### config.mk
export PLATFORM = sky130hd
export DESIGN_NAME = pipelined_prefix_adder
export DESIGN_NICKNAME = d
export VERILOG_FILES = /design/src/rtl/pipelined_prefix_adder.sv
export SDC_FILE = /design/constraint.sdc
export NUM_CORES = 1
export LEC_CHECK = 0
export CORE_MARGIN = 2
export CORE_UTILIZATION = 53
export CTS_BUF_LIST = sky130_fd_sc_hd__clkbuf_4 sky130_fd_sc_hd__clkbuf_8
export DETAILED_ROUTE_END_ITERATION = 7
export PLACE_DENSITY = 0.73
export SETUP_SLACK_MARGIN = 0.02
export SLEW_MARGIN = 20
export SYNTH_ARGS = -nofsm -noshare
export SYNTH_HDL_FRONTEND = slang
export SYNTH_SLANG_ARGS = --single-unit
### constraint.sdc
create_clock -name clk -period 22.2 [get_ports clk]
set_clock_uncertainty 0.05 [all_clocks]
set_input_delay 4.44 -clock clk [delete_from_list [all_inputs] [get_ports clk]]
set_output_delay 4.44 -clock clk [all_outputs]
set_load 0.1 [all_outputs]
### src/rtl/pipelined_prefix_adder.sv
// Brent-Kung prefix adder/subtractor with a valid/ready pipeline.
// Register banks every REG_EVERY prefix levels; outputs come from the last bank.
module pipelined_prefix_adder #(
   parameter int WIDTH     = 32,
   parameter int REG_EVERY = 2
) (
   input  logic             clk,
   input  logic             rst_n,
   input  logic             in_valid,
   output logic             in_ready,
   input  logic [WIDTH-1:0] a,
   input  logic [WIDTH-1:0] b,
   input  logic             cin,
   input  logic             sub,
   output logic             out_valid,
   input  logic             out_ready,
   output logic [WIDTH-1:0] sum,
   output logic             cout,
   output logic             ovf
);
   localparam int LG      = $clog2(WIDTH);
   localparam int LEVELS  = 2*LG - 1;
   localparam int LATENCY = (LEVELS + REG_EVERY - 1) / REG_EVERY + 1;

   logic             w_adv;
   logic [WIDTH-1:0] w_bx;
   logic [WIDTH-1:0] r_g0, r_p0;
   logic             r_c0, r_v0;
   logic             r_vo, r_cout, r_ovf;
   logic [WIDTH-1:0] r_sum;

   logic [LEVELS:1][WIDTH-1:0] w_gi, w_pi, w_bi, w_go, w_po;
   logic [LEVELS:1]            w_ci, w_vi;

   logic [WIDTH-1:0] w_c, w_sum;

   assign w_adv    = !r_vo || out_ready;
   assign in_ready = w_adv;
   assign w_bx     = sub ? ~b : b;

   // stage 0 valid bit: a bubble enters whenever no beat is offered
   always_ff @(posedge clk) begin
      if (!rst_n)
         r_v0 <= 1'b0;
      else if (w_adv)
         r_v0 <= in_valid;
   end

   // stage 0 data: bitwise generate/propagate and effective carry-in
   always_ff @(posedge clk) begin
      if (w_adv) begin
         r_g0 <= a & w_bx;
         r_p0 <= a ^ w_bx;
         r_c0 <= sub | cin;
      end
   end

   for (genvar l = 1; l <= LEVELS; l++) begin : g_lvl
      localparam bit UP = (l <= LG);
      localparam int K  = UP ? (l - 1) : (2*LG - 1 - l);
      localparam int S  = 1 << K;

      if (l == 1) begin : g_in0
         // carry-in sits at position -1 (g=c0, p=1), merged into bit 0
         assign w_gi[l] = {r_g0[WIDTH-1:1], r_g0[0] | (r_p0[0] & r_c0)};
         assign w_pi[l] = r_p0;
         assign w_bi[l] = r_p0;
         assign w_ci[l] = r_c0;
         assign w_vi[l] = r_v0;
      end else if (((l - 1) % REG_EVERY) == 0) begin : g_bank
         logic [WIDTH-1:0] r_g, r_p, r_b;
         logic             r_c, r_v;

         // bank valid bit shifts only when the pipe advances
         always_ff @(posedge clk) begin
            if (!rst_n)
               r_v <= 1'b0;
            else if (w_adv)
               r_v <= w_vi[l-1];
         end

         // bank data: partial prefixes plus carried p and c0
         always_ff @(posedge clk) begin
            if (w_adv) begin
               r_g <= w_go[l-1];
               r_p <= w_po[l-1];
               r_b <= w_bi[l-1];
               r_c <= w_ci[l-1];
            end
         end

         assign w_gi[l] = r_g;
         assign w_pi[l] = r_p;
         assign w_bi[l] = r_b;
         assign w_ci[l] = r_c;
         assign w_vi[l] = r_v;
      end else begin : g_wire
         assign w_gi[l] = w_go[l-1];
         assign w_pi[l] = w_po[l-1];
         assign w_bi[l] = w_bi[l-1];
         assign w_ci[l] = w_ci[l-1];
         assign w_vi[l] = w_vi[l-1];
      end

      for (genvar i = 0; i < WIDTH; i++) begin : g_bit
         if (UP ? ((i % (2*S)) == (2*S - 1))
                : ((((i + 1) % (2*S)) == S) && (i > S))) begin : g_op
            assign w_go[l][i] = w_gi[l][i] | (w_pi[l][i] & w_gi[l][i-S]);
            assign w_po[l][i] = w_pi[l][i] & w_pi[l][i-S];
         end else begin : g_pass
            assign w_go[l][i] = w_gi[l][i];
            assign w_po[l][i] = w_pi[l][i];
         end
      end
   end

   assign w_c   = w_go[LEVELS];
   assign w_sum = w_bi[LEVELS] ^ {w_c[WIDTH-2:0], w_ci[LEVELS]};

   // output bank: results forced to zero for bubbles
   always_ff @(posedge clk) begin
      if (!rst_n) begin
         r_vo   <= 1'b0;
         r_sum  <= '0;
         r_cout <= 1'b0;
         r_ovf  <= 1'b0;
      end else if (w_adv) begin
         r_vo   <= w_vi[LEVELS];
         r_sum  <= w_vi[LEVELS] ? w_sum : '0;
         r_cout <= w_vi[LEVELS] & w_c[WIDTH-1];
         r_ovf  <= w_vi[LEVELS] & (w_c[WIDTH-1] ^ w_c[WIDTH-2]);
      end
   end

   assign out_valid = r_vo;
   assign sum       = r_sum;
   assign cout      = r_cout;
   assign ovf       = r_ovf;
endmodule

# After elaboration in Yosys (flattened, before gate mapping)

Index checks and enable logic that the tools add are counted.

Bits of input ports: 70
Logic and storage cells: 197
Output and inout port bits: 36
Bits in registers: 491

Bitwise operators: 165
Reductions and logical operators: 2
Mux-type cells: 2

Operators by type and width:

| cell               | number |
|---|---|
| AND 1 bit          | 101 |
| 2-to-1 mux 32 bit  | 2 |
| bitwise XOR 32 bit | 2 |
| OR 1 bit           | 59 |
| AND 32 bit         | 1 |
| NOT 32 bit         | 1 |
| logical NOT 1 bit  | 1 |
| logical OR 1 bit   | 1 |
| bitwise XOR 1 bit  | 1 |

# Depth between registers and ports, before layout

Gate-level depths: netlist of run 1.

Depth in word-level cells: 6
Depth in mapped cells: 7
Depth with buffers taken out: 4

# Least setup slack after synthesis of run 1

Ideal clock, no wire load.

Kind: input to output
Start point: in out_ready
End point: out in_ready
Required time: 17.710 ns
Slack: 8.528 ns
Buffers on the path: 2
Arrival time: 9.182 ns
Stages on the path: 4
Cells stage by stage: nor2b_4 > buf_6 > inv_4 > buf_2

Longest elaborated chain between the ends: 1

Ends and longest elaborated chain:

| item             | RTL line | RTL |
|---|---|---|
| start, declared  | 16       | `input logic out_ready,` |
| logical OR 1 bit | 37       | `assign w_adv = !r_vo \|\| out_ready;` |
| end, declared    | 10       | `output logic in_ready,` |

Every way passes these cells.

# Worst setup path in the final report of run 1

Same ends and word-level chain as after synthesis.

==> impl_metrics.json, run 1 <==
{
  "power.share.sequential": 0.611,
  "status": "finished, final reports clean",
  "post_cts_buffers": 0,
  "synth_area_per_cell_um2": 20.0,
  "endpoint_kind": "primary output",
  "pwr-share-clk": 0.343,
  "vias_per_cell": 4.92,
  "cts_buffers": 57,
  "drtIter0Drc": 431,
  "drt-total-wl_mm": 18.9,
  "rows": 59,
  "swShare": 0.197,
  "synth_fa_ha_area_frac": 0.0426,
  "antenna_found_initial": 0,
  "synth_area_leaders": "edfxtp_1 79%, dfxtp_1 5.8%, ha_1 4.3%",
  "ys_top_cells_by_count": "361 x edfxtp_1, 47 x ha_1, 40 x dfxtp_1",
  "placed_cell_area_um2": 15200,
  "gp_congestion": 0.779,
  "drv_cap": 0,
  "io_buffer_count": 105,
  "nFillCells": 1769,
  "power_frac_comb": 0.046,
  "layout.nets": 955,
  "slew_viol_final": 0,
  "slew_headroom": 0.294,
  "dp_hpwl_mm": 11.3,
  "max_freq_mhz": 86.5,
  "vias": 5974,
  "clk_path_buf_depth": 3,
  "die_x_um": 165,
  "ioPinCount": 106,
  "syn_nets": 806,
  "yosys.area_share.xor_xnor": 0.0317,
  "finalSetupTns_ps": 0,
  "yosysSeqAreaShare": 0.844,
  "avgRoutedWirePerCell_um": 15.5,
  "cts_resized": 0,
  "clk_pin_slew_ps": 60,
  "drcViolationCount": 0,
  "p_per_area_nw_per_um2": 96.9,
  "ys_types": 25,
  "synth_top_family_by_area": "adder cells",
  "internal-power_w": 0.00127,
  "grt_max_degree": 234,
  "cts.hold.buffers_added": 0,
  "yosys.area_share.simple": 0.0339,
  "core_area_um2": 25800,
  "grt_pass1_vias": 5967,
  "cts-root-buf": "clkbuf_8",
  "p_leak_nw": 6.32,
  "critPathMaxFanout": 154,
  "worstMarginPinSlew_ps": 1060,
  "path_class": "in -> out",
  "period_minus_slack_ps": 11560,
  "synth_cells": 689,
  "synth_warnings": 0,
  "synth_most_common_cell": "edfxtp_1",
  "fin_crit_sh": 0.521,
  "synthArstFlopShare": 0,
  "grt_usage": 0.139,
  "rsz0062_at_grt": "no",
  "yosysTopAreaCell": "edfxtp_1",
  "final_cell_area_um2": 16300,
  "hold_path.class": "reg -> reg",
  "ir_drop_v": 0.0000409,
  "fp.dieArea_um2": 27300,
  "p_sw_w": 0.000311,
  "ys_ff_latch": 401,
  "synth_edf_count": 361,
  "num_antenna_cells": 0,
  "whs_ps": 360,
  "die_h_um": 165,
  "drt_pass1_iterations": 5,
  "gr-total-overflow": 0,
  "startpoint_type": "input pin",
  "synth-compound-area-share": 0.0402,
  "synthesis.area_um2": 13800,
  "synth_mux_area_frac": 0,
  "postRouteAntennaNets": 0,
  "critPathArrivalTime_ps": 7070,
  "grt_pass1_wl_mm": 29.3,
  "cts_sinks": 401,
  "synth_top_area_frac": 0.786,
  "cp.required_ps": 17710,
  "finalHoldViolCount": 0,
  "drive_gt1_frac": 0.103,
  "clock_latency_ps": 570,
  "htreeDepth": 2,
  "synth_ff_type": "edfxtp_1",
  "report.final.setup_viol": 0,
  "initial_core_util": 0.534,
  "synthToLayoutAreaGrowth_pct": 18.3,
  "tritoncts": "done"
}
==> critical path, stage by stage <==
cell and delay [ps]:
clkdlybuf4s50_1 440, nor2b_4 660, inv_16 370, clkdlybuf4s50_1 1130
==> state kept, by name, summed over array words and instances (netlist names) <==
signal / cells
r_v0: 1
g_lvl.g_bank.r_b: 66
g_lvl.g_bank.r_v: 4
sum: 32
g_lvl.g_bank.r_g: 128
r_g0: 32
r_c0: 1
r_p0: 32
out_valid: 1
g_lvl.g_bank.r_c: 4
ovf: 1
g_lvl.g_bank.r_p: 98
cout: 1
==> cell usage in the layout (no fill, tap or decap), types with 2 or more instances in the layout <==
master / Yosys / layout
edfxtp_1: 361 / 361
clkdlybuf4s50_1: 0 / 104
clkbuf_8: 0 / 60
ha_1: 47 / 47
dfxtp_1: 40 / 40
nand2_1: 37 / 37
xor2_1: 34 / 34
nand3_1: 27 / 27
a21o_1: 24 / 24
a21boi_0: 23 / 23
clkinv_1: 0 / 17
xnor2_1: 16 / 16
a22o_1: 16 / 16
clkbuf_4: 0 / 16
nor2_1: 15 / 15
and2_1: 9 / 9
a21oi_1: 9 / 9
and3_1: 8 / 8
clkinvlp_4: 0 / 2
clkinv_2: 0 / 2
bufinv_16: 0 / 2
==> stage by stage <==
stage | total power (W) | std cells | setup slack [ps] | utilization
CTS | 0.00160 | 1212 | 10560 | 0.630
global placement | 0.00105 | 1113 | 10600 | 0.588
detailed placement | 0.00106 | 1113 | 10570 | 0.588
floorplan | 0.00101 | 689 | 8530 | -
finish | 0.00158 | 1213 | 10640 | 0.632
global route | 0.00165 | 1213 | 10490 | 0.632
==> area by class of cell <==
class	instances	area (um^2)	share of cell area
clock inverters	23	149	0.00913
multi-input cells	270	2050	0.126
well taps	335	419	0.0257
flip-flops and latches	401	11600	0.713
clock buffers	76	946	0.0580
repair buffers	107	1090	0.0670
inverters	1	20.0	0.00123
==> power groups by stage <==
stage               Clock (W)  Combinational [W]  Sequential, W
finish               0.000541          0.0000729       0.000966
detailed placement          0          0.0000735       0.000983
global placement            0          0.0000719       0.000975
CTS                  0.000557          0.0000746       0.000967
floorplan                   0          0.0000412       0.000971
global route         0.000591          0.0000820       0.000976
==> layer usage <==
| layer | track usage | vias to the layer above | wire length (um) |
|---|---|---|---|
| met2 | 0.225 | 139 | 9270 |
| met4 | 0.0517 | 0 | 312 |
| met3 | 0.0340 | 24 | 940 |
| li1 | - | 2938 | - |
| met1 | 0.186 | 2873 | 8330 |
| met5 | 0 | - | 0 |
==> path summary, 6_finish.rpt <==
kind                               start                      to  slack, ps  depth (start not counted)
setup reg to reg               out_valid                 sum[22]      19540                          6
hold reg to reg   g_lvl[5].g_bank.r_g[9]  g_lvl[7].g_bank.r_g[9]        360                          0
hold / removal    g_lvl[5].g_bank.r_g[9]  g_lvl[7].g_bank.r_g[9]        360                          0
setup / recovery               out_ready                in_ready      10640                          4
==> cell families (layout without fill, tap and decap cells) <==
logic type / Yosys count / in the layout
adders and majority gates: 47 / 47
and+or+nand+nor: 99 / 99
buffers and inverters: 18 / 207
DFF: 401 / 401
xor gates and xnor gates: 50 / 50
AOI/OAI and AO/OA: 74 / 74
Note: power is estimated with default switching activity, not from simulation.
==> inputs of run 2 (changes only) <==
--- a/config.mk
+++ b/config.mk
@@ -9,7 +9,7 @@
 export CORE_UTILIZATION = 53
 export CTS_BUF_LIST = sky130_fd_sc_hd__clkbuf_4 sky130_fd_sc_hd__clkbuf_8
 export DETAILED_ROUTE_END_ITERATION = 7
-export PLACE_DENSITY = 0.73
+export PLACE_DENSITY = 0.76
 export SETUP_SLACK_MARGIN = 0.02
 export SLEW_MARGIN = 20
 export SYNTH_ARGS = -nofsm -noshare
==> constraint.sdc (replaced) <==
create_clock -name clk -period 10.2 [get_ports clk]
set_clock_uncertainty 0.05 [all_clocks]
set_input_delay 2.04 -clock clk [delete_from_list [all_inputs] [get_ports clk]]
set_output_delay 2.04 -clock clk [all_outputs]
set_load 0.1 [all_outputs]
==> run 2 against run 1 <==
Critical path depth unchanged. Global-route usage about the same. Cell area up 0.31%. First-iteration DRC count down 3.5%. Critical path type unchanged.
==> impl_metrics.json, run 2 (same netlist as run 1, synthesis figures left out) <==
{
  "status": "finished, final reports clean",
  "hold_path.class": "reg -> reg",
  "ir_drop_v": 0.000102,
  "initial_core_util": 0.534,
  "gp_congestion": 0.724,
  "drtIter0Drc": 416,
  "vias": 5992,
  "grt_pass1_vias": 5929,
  "drt_pass1_iterations": 5,
  "die_h_um": 165,
  "p_per_area_nw_per_um2": 212,
  "fp.dieArea_um2": 27300,
  "min_path_cells": 0,
  "p_leak_nw": 6.37,
  "worstMarginPinSlew_ps": 1040,
  "drcViolationCount": 0,
  "startpoint_type": "input pin",
  "tritoncts": "done",
  "cts_buffers": 57,
  "layout.nets": 957,
  "path_class": "in -> out",
  "period_minus_slack_ps": 6720,
  "dp_hpwl_mm": 11.2,
  "drt-total-wl_mm": 18.6,
  "io_buffer_count": 105,
  "cts_sinks": 401,
  "nFillCells": 1820,
  "critPathMaxFanout": 119,
  "core_area_um2": 25800,
  "largest_register_ffs": 128,
  "grtUsageMet1": 0.185,
  "gr-total-overflow": 0,
  "slew_viol_final": 0,
  "clock_latency_ps": 570,
  "finalHoldViolCount": 0,
  "endpoint_kind": "primary output",
  "clk_path_buf_depth": 3,
  "rows": 59,
  "htreeDepth": 2,
  "cts.hold.buffers_added": 0,
  "fin_crit_sh": 0.659,
  "multi_input_area_um2": 2050,
  "layoutNonFillerInstCount": 1222,
  "num_antenna_cells": 0,
  "post_cts_buffers": 0,
  "reg.largest.list": "g_lvl.g_bank.r_g x128, g_lvl.g_bank.r_p x98, g_lvl.g_bank.r_b x66",
  "r2r_cells": 6,
  "grt_pass1_wl_mm": 29.1,
  "max_freq_mhz": 149,
  "regArea_um2": 11600,
  "synthToLayoutAreaGrowth_pct": 18.6,
  "ioPinCount": 106,
  "cp.required_ps": 8110,
  "clk_pin_slew_ps": 70,
  "postRouteAntennaNets": 0,
  "antenna_found_initial": 0,
  "die_x_um": 165,
  "grt_use_met3": 0.0337,
  "rsz0062_at_grt": "no",
  "cts-root-buf": "clkbuf_8",
  "drive_gt1_frac": 0.123,
  "grt_max_degree": 120,
  "slew_headroom": 0.308,
  "avgRoutedWirePerCell_um": 15.2,
  "gr-max-usage-layer": "met2",
  "grt_usage": 0.139,
  "finalSetupTns_ps": 0,
  "place_inst": 1116,
  "report.final.setup_viol": 0,
  "grt_use_met2": 0.227,
  "critPathArrivalTime_ps": 4630,
  "cts_resized": 0,
  "top_register": "g_lvl.g_bank.r_g",
  "final_common_cell": "edfxtp_1",
  "final_cell_mix": "361 x edfxtp_1, 104 x clkdlybuf4s50_1, 66 x clkbuf_8",
  "drv_cap": 0,
  "vias_per_cell": 4.90
}
==> run 2: metrics by stage <==
| step | hold slack [ps] | utilization | setup slack (ps) | cell area (um^2) | total power, W |
|---|---|---|---|---|---|
| 2_1_floorplan | 350 | - | 1330 | 13800 | 0.00220 |
| 3_3_place_gp | 351 | 0.588 | 3490 | 15200 | 0.00228 |
| 3_5_place_dp | 355 | 0.588 | 3480 | 15200 | 0.00230 |
| 4_1_cts | 357 | 0.633 | 3470 | 16400 | 0.00352 |
| 5_1_grt | 370 | 0.633 | 3390 | 16400 | 0.00362 |
| 6_report | 359 | 0.633 | 3480 | 16400 | 0.00347 |
==> run 2: cell type report <==
class	instances	share of cell area
Inverter	1	0.00122
Multi-Input combinational cell	270	0.125
Timing Repair Buffer	109	0.0660
Clock buffer	88	0.0656
Clock inverter	18	0.00520
Sequential cell	401	0.711
Tap cell	335	0.0256
==> run 2: worst paths after layout <==
path | slack, ps | end | start
min reg2reg | 360 | g_lvl[7].g_bank.r_g[6] | g_lvl[5].g_bank.r_g[6]
max | 3480 | in_ready | out_ready
min | 360 | g_lvl[7].g_bank.r_g[6] | g_lvl[5].g_bank.r_g[6]
max reg2reg | 6990 | sum[30] | out_valid
==> run 2: worst max-delay path: stages <==
cell             delay [ps]
clkdlybuf4s50_1         450
nor2b_4                 650
inv_16                  280
clkdlybuf4s50_1        1080
==> run 2: report_power, final <==
group          switching [W]  internal [W]
Clock               0.000542      0.000671
Combinational      0.0000747     0.0000837
Sequential         0.0000705       0.00203
==> run 2: layer usage <==
layer,part of all wire,up-vias
met4,0.020,0
met3,0.050,33
met1,0.44,2859
li1,-,2945
met2,0.49,155
met5,0,-
